[src/rtl/divider_arbiter_ctrl.sv]
`default_nettype none
// ============================================================================
// Module      : divider_arbiter_ctrl
// Description : Two-client round-robin arbiter and sequencer for a shared
//               sequential divider (clear, run, capture, respond).
// Revision    : 1.0 - initial release
// ============================================================================
module divider_arbiter_ctrl #(
    parameter int C_NUM_BITS   = 4,
    parameter int C_DIV_CYCLES = 8
) (
    input  logic                  CK,
    input  logic                  RN,
    input  logic [1:0]            REQ_VALID,
    output logic [1:0]            REQ_READY,
    input  logic [C_NUM_BITS-1:0] REQ_A0,
    input  logic [C_NUM_BITS-1:0] REQ_B0,
    input  logic [C_NUM_BITS-1:0] REQ_A1,
    input  logic [C_NUM_BITS-1:0] REQ_B1,
    output logic [1:0]            RSP_VALID,
    output logic [C_NUM_BITS-1:0] RSP_Q,
    output logic [C_NUM_BITS-1:0] RSP_R,
    output logic                  RSP_DZ,
    output logic                  BUSY,
    output logic                  DIV_E,
    output logic                  DIV_RN,
    output logic [C_NUM_BITS-1:0] DIV_A,
    output logic [C_NUM_BITS-1:0] DIV_B,
    input  logic [C_NUM_BITS-1:0] DIV_Q,
    input  logic [C_NUM_BITS-1:0] DIV_R
);

    localparam int CNT_W = $clog2(C_DIV_CYCLES + 1);
    localparam logic [CNT_W-1:0] C_CNT_LAST = CNT_W'(C_DIV_CYCLES - 1);

    localparam logic [2:0] S_IDLE  = 3'd0;
    localparam logic [2:0] S_CLEAR = 3'd1;
    localparam logic [2:0] S_RUN   = 3'd2;
    localparam logic [2:0] S_CAPT  = 3'd3;
    localparam logic [2:0] S_RESP  = 3'd4;

    logic [2:0]            r_state;
    logic [2:0]            w_next;
    logic [CNT_W-1:0]      r_cnt;
    logic                  r_last;
    logic                  r_owner;
    logic [C_NUM_BITS-1:0] r_div_a;
    logic [C_NUM_BITS-1:0] r_div_b;
    logic [C_NUM_BITS-1:0] r_rsp_q;
    logic [C_NUM_BITS-1:0] r_rsp_r;
    logic                  r_rsp_dz;
    logic [1:0]            w_grant;
    logic                  w_accept;
    logic [C_NUM_BITS-1:0] w_sel_a;
    logic [C_NUM_BITS-1:0] w_sel_b;

    assign w_sel_a = w_grant[1] ? REQ_A1 : REQ_A0;
    assign w_sel_b = w_grant[1] ? REQ_B1 : REQ_B0;

    always_ff @(posedge CK) begin
        if (!RN) begin
            r_state <= S_IDLE;
        end else begin
            r_state <= w_next;
        end
    end

    always_comb begin
        w_next = r_state;
        case (r_state)
            S_IDLE: begin
                if (w_accept) begin
                    w_next = (w_sel_b == '0) ? S_RESP : S_CLEAR;
                end
            end
            S_CLEAR: w_next = S_RUN;
            S_RUN: begin
                if (r_cnt == C_CNT_LAST) begin
                    w_next = S_CAPT;
                end
            end
            S_CAPT:  w_next = S_RESP;
            S_RESP:  w_next = S_IDLE;
            default: w_next = S_IDLE;
        endcase
    end

    // Ties go to the client that was not granted last; r_last=1 favours client 0.
    always_comb begin
        w_grant   = 2'b00;
        REQ_READY = 2'b00;
        BUSY      = (r_state != S_IDLE);
        DIV_E     = (r_state == S_CLEAR) || (r_state == S_RUN);
        DIV_RN    = RN && (r_state != S_CLEAR);
        RSP_VALID = 2'b00;
        if (r_state == S_IDLE) begin
            case (REQ_VALID)
                2'b01:   w_grant = 2'b01;
                2'b10:   w_grant = 2'b10;
                2'b11:   w_grant = r_last ? 2'b01 : 2'b10;
                default: w_grant = 2'b00;
            endcase
            REQ_READY = w_grant;
        end
        if (r_state == S_RESP) begin
            RSP_VALID = r_owner ? 2'b10 : 2'b01;
        end
    end

    assign w_accept = |(w_grant & REQ_VALID);

    always_ff @(posedge CK) begin
        if (!RN) begin
            r_cnt    <= '0;
            r_last   <= 1'b1;
            r_owner  <= 1'b0;
            r_div_a  <= '0;
            r_div_b  <= '0;
            r_rsp_q  <= '0;
            r_rsp_r  <= '0;
            r_rsp_dz <= 1'b0;
        end else begin
            if (r_state == S_IDLE && w_accept) begin
                r_div_a <= w_sel_a;
                r_div_b <= w_sel_b;
                r_owner <= w_grant[1];
                r_last  <= w_grant[1];
                if (w_sel_b == '0) begin
                    r_rsp_q  <= '1;
                    r_rsp_r  <= w_sel_a;
                    r_rsp_dz <= 1'b1;
                end
            end
            if (r_state == S_CLEAR) begin
                r_cnt <= '0;
            end
            if (r_state == S_RUN) begin
                r_cnt <= r_cnt + 1'b1;
            end
            if (r_state == S_CAPT) begin
                r_rsp_q  <= DIV_Q;
                r_rsp_r  <= DIV_R;
                r_rsp_dz <= 1'b0;
            end
        end
    end

    assign DIV_A  = r_div_a;
    assign DIV_B  = r_div_b;
    assign RSP_Q  = r_rsp_q;
    assign RSP_R  = r_rsp_r;
    assign RSP_DZ = r_rsp_dz;

endmodule
`default_nettype wire
[config.mk]
export PLATFORM = sky130hd
export DESIGN_NAME = divider_arbiter_ctrl
export DESIGN_NICKNAME = d
export VERILOG_FILES = /design/src/rtl/divider_arbiter_ctrl.sv
export SDC_FILE = /design/constraint.sdc
export NUM_CORES = 1
export LEC_CHECK = 0
export CAP_MARGIN = 20
export CORE_ASPECT_RATIO = 0.75
export CORE_UTILIZATION = 55
export CTS_BUF_LIST = sky130_fd_sc_hd__clkbuf_16
export DETAILED_ROUTE_END_ITERATION = 12
export DONT_BUFFER_PORTS = 1
export PLACE_DENSITY_LB_ADDON = 0.08
export SYNTH_ARGS = -nofsm -noshare
export SYNTH_HDL_FRONTEND = slang
export SYNTH_SLANG_ARGS = --single-unit
[constraint.sdc]
create_clock -name CK -period 3.51 [get_ports CK]
set_input_delay 0.5265 -clock CK [delete_from_list [all_inputs] [get_ports CK]]
set_output_delay 0.5265 -clock CK [all_outputs]
set_load 0.02 [all_outputs]
# --- Word-level counts from Yosys, hierarchy flattened ---
# Cells that the tools add are included.
# W data, S select, Z words.
totals:
  reg_bits: 26
  latch_bits: 0
  ram_bits: 0
  romBits: 0
  out_inout_bits: 24
  n_memories: 0
classes:
  add_sub_neg: 1
  multipliers: 0
  div_mod_pow: 0
  n_lt_le_gt_ge: 0
  eq_ne: 11
  n_shift: 0
  muxes: 19
  bitwise: 2
  reduce_logical: 14
ops:
  columns: ["cell", "n"]
  rows:
  - ["$mux W4", 10]
  - ["$pmux W3 S4", 1]
  - ["$mux W3", 3]
  - ["$mux W2", 4]
  - ["$eq A3 B2 Y1 const B", 2]
  - ["$pmux W2 S3", 1]
  - ["$reduce_and A2 Y1", 3]
  - ["$reduce_bool A2 Y1", 3]
  - ["$add A4 B1 Y4 const B", 1]
  - ["$eq A2 B2 Y1 const B", 2]
  - ["$eq A4 B3 Y1 const B", 1]
  - ["$logic_not A4 Y1", 1]
  - ["$ne A2 B2 Y1 const B", 2]
  - ["$reduce_or A2 Y1", 2]
  - ["$eq A3 B1 Y1 const B", 1]
  - ["$eq A3 B3 Y1 const B", 1]
  - ["$logic_not A3 Y1", 1]
  - ["$ne A3 B1 Y1 const B", 1]
  - ["$reduce_bool A3 Y1", 1]
  - ["$and A2 B2 Y2", 1]
  - ["$eq A2 B1 Y1 const B", 1]
  - ["$logic_and A1 B1 Y1", 2]
  - ["$logic_or A1 B1 Y1", 1]
  - ["$not A1 Y1", 1]

# --- Longest topological paths before layout ---
depth:
  ltp_word: 8
  depth_mapped: 7

# --- Worst setup path before layout ---
# OpenSTA, ideal clock, no wires.
synth_path:
  path_type: "register -> output"
  startpoint: "reg r_state[2]"
  endpoint: "out RSP_VALID[0]"
  arrival_time_ns: 1.490
  required_ns: 2.984
  setup_slack_ns: 1.493
  stages_incl_launch_ff: 4
  n_path_buf: 2
  path_cell_list: "dfxtp_1 > buf_2 > buf_1 > nor4b_1"
synth_via:
  elab_chain_cells: 2
synth_lines:
  columns: ["item", "line_no", "source"]
  rows:
  - ["start, declared", "42", "logic [2:0] r_state;"]
  - ["start signal, assigned", "64", "r_state <= w_next;"]
  - ["$eq A3 B3 Y1", "105", "if (r_state == S_RESP) begin"]
  - ["$mux W2", "105", null]
  - ["end, declared", "20", "output logic [1:0] RSP_VALID,"]
# Every way passes these cells.

# --- Worst setup path in the final report ---
layout_path:
  startpoint: "reg r_state[0]"
  endpoint: "out REQ_READY[0]"
layout_via:
  elab_chain_cells: 2
layout_lines:
  columns: ["item", "line_no", "source"]
  rows:
  - ["$logic_not A3 Y1", "96", "if (r_state == S_IDLE) begin"]
  - ["$mux W2", "96", null]
  - ["end, declared", "15", "output logic [1:0] REQ_READY,"]
# Every way passes these cells.

==> results.yml <==
placement:
  placed_area_um2: 1344
  place_hpwl_um: 2213
  place_ws_ns: 1.329
  place_congestion: 0.7972
  numPortBuffers: 0
setup_path:
  cp_slowest_stage_delay_ns: 0.53
  cp.required_ns: 2.98
  cp_top_family: "simple AND/OR/NAND/NOR gates"
  worstPathArrival_ns: 1.96
  crit_path_cell_trace: "nor3_4, inv_2, nor2_1"
  startpoint_type: "flop"
  worstSetupPathType: "reg2out"
  worst-path-max-fanout: 18
  end_kind: "primary output"
  crit_buf_inv: 1
  cp_slowest_cell: "nor3_4"
cts:
  clkLatencyLatePin_ns: 0.26
  htreeDepth: 1
  cts_setup_buffers: 0
  cts_buffer_depth: 2
  path_clk_slew_ns: 0.06
  cts.repair.resized: 0
  cts_tree: "built"
  root_buffer: "clkbuf_16"
  cts_sinks: 26
  cts_inserted_buffers: 3
  hold_buffers: 0
run:
  maxCapViolCount: 0
yosys:
  syn_area_um2: 1355
  ys_seq_area_share_pct: 38.41
  yosysUniqueCellTypes: 41
  synth_cells: 155
  synth_nets: 184
  ys_ff_latch: 26
  ys.flop_type: "dfxtp_1"
  syn_area_per_cell_um2: 8.742
  synth_edf_count: 0
  async_reset_ff_share_pct: 0
  yosysWarnings: 0
global_route:
  antenna_found_initial: 0
  first_global_vias: 995
  grtUsageTotal_pct: 24.13
  grt_max_degree: 20
  grt_overflow: 0
  grt_pass1_wl_um: 4657
pwr:
  peakVddDrop_uv: 364.1
  p_leak_nw: 0.5168
  intPower_mw: 0.6348
  swShare_pct: 40.75
  seq_power_share_pct: 46.9
  cellPowerDensity_nw_per_um2: 755.0
  comb_power_share_pct: 30.1
  pwr-share-clk_pct: 23.0
  power_switching_mw: 0.4365
finish:
  final_nets: 178
  syn2layout_area_growth_pct: 4.709
  n_antenna_cell: 0
  design_area_um2: 1419
  layout-drive-gt1-share_pct: 14.97
detailed_routing:
  first_iter_violations: 67
  vias: 1129
  postRouteAntennaNets: 0
  wl_um: 3032
  dr.pass1.iters: 4
  wl_per_cell_um: 16.75
  vias_per_cell: 6.238
  drcViolationCount: 0
timing:
  fin_tns_setup_ns: 0
  skew_ns: 0.004417
  fin_crit_sh_pct: 70.95
  max_slew_margin_pct: 35.45
  fmax_mhz: 401.5
  timing.final.crit_period_ns: 2.490
  slew_viol_final: 0
  rsz0062_at_grt: "false"
  worst_slack_ns: 1.020
  setup_viol: 0
  hold_viol_final: 0
  tightest_slew_ns: 0.9548
die:
  rows: 15
  dieHeight_um: 44.99
  core_um2: 2308
  initial_core_util_pct: 58.70
  ioPinCount: 52
  dieArea_um2: 2668
  fp.dieW_um: 59.32
status:
  status: "completed"
hold_path:
  min_path_type: "in2reg"
## flip-flops by register name, summed over array words and instances (netlist names)
name     flops
DIV_A        4
DIV_B        4
RSP_DZ       1
RSP_Q        4
RSP_R        4
r_cnt        4
r_last       1
r_owner      1
r_state      3
## layout by cell type, fill, tap and decap left out, types with 2 or more instances in the layout
cell / count
o21ai_0: 14
nand3b_1: 2
clkbuf_16: 3
and2_1: 3
nor4b_1: 2
inv_2: 2
a31o_2: 5
inv_1: 4
nand2_1: 12
or4_1: 2
nor2_1: 15
nor3_1: 3
a311oi_1: 8
o221a_2: 4
a21oi_1: 6
dfxtp_1: 26
mux2i_1: 5
nand3_1: 11
## cells by family (layout without fill, tap and decap cells)
family,Yosys count,in the layout,synth area share (%)
buffers and inverters,17,9,5.632
AO/OA/AOI/OAI,49,49,27.89
AND/OR/NAND/NOR,56,56,22.81
flip-flops,26,26,38.41
XOR/XNOR,1,1,0.6465
adder cells (fa/ha/maj),1,1,0.9232
multiplexers,5,5,3.694
## power by group through the flow
stage                     sequential, mW  clock (mW)  combinational, mW
after floorplan                    0.460           0              0.329
after global placement             0.504           0              0.314
after detailed placement           0.509           0              0.320
after CTS                          0.502       0.251              0.321
after global routing               0.514       0.261              0.354
final                              0.502       0.247              0.322
## stage by stage
stage	util (%)	power (mW)	hold slack (ns)	std cells
6_report	61.46	1.071	0.3421	181
3_5_place_dp	58.21	0.8290	0.4829	178
4_1_cts	61.46	1.075	0.3385	181
2_1_floorplan	-	0.7891	0.4447	155
5_1_grt	61.46	1.130	0.3625	181
3_3_place_gp	58.21	0.8188	0.4715	178
## area by class of cell
class,count,area [um2]
clock buffer,3,75.07
tap,34,42.54
fill,209,889.6
multi-input combinational,112,758.2
inverter,6,22.52
sequential,26,520.5
## metal layers
metal  share of wire, %  global-route usage, %  wire length (um)
met4                1.6                  10.95                48
met1                 48                  33.27              1451
met3                7.4                  8.023               225
met5                  0                      0                 0
met2                 43                  34.16              1306
## synth_stat cells (all sizes together) (3+ instances only)
cell type | instances | share of area (%)
dfxtp | 26 | 38
nor2 | 16 | 5.6
o21ai | 15 | 5.8
nand2 | 12 | 3.3
nand3 | 12 | 4.8
buf | 9 | 3.4
a311oi | 8 | 5.2
a21oi | 6 | 2.2
inv | 6 | 1.7
a31o | 5 | 3.2
mux2i | 5 | 3.7
nor3 | 4 | 2.3
o221a | 4 | 3.3
and2 | 3 | 1.4
## final timing paths
kind,slack (ns),from,endpoint,depth (start not counted)
max,1.02,r_state[0]$_SDFFE_PN0P_,REQ_READY[0],3
min,0.34,RN,r_last$_SDFFE_PN1P_,1
max reg2reg,1.37,r_state[0]$_SDFFE_PN0P_,RSP_R[3]$_SDFFE_PN0P_,5
min reg2reg,0.48,r_owner$_SDFFE_PN0P_,r_owner$_SDFFE_PN0P_,2
## worst reg2reg max path, cell delays in order, from the launching register on
cell and delay, ns:
dfxtp_1 0.51, nor3_4 0.53, inv_2 0.25, nor2_8 0.30, a31oi_2 0.24, mux2i_1 0.17
Note: power is estimated with default switching activity, not from simulation.
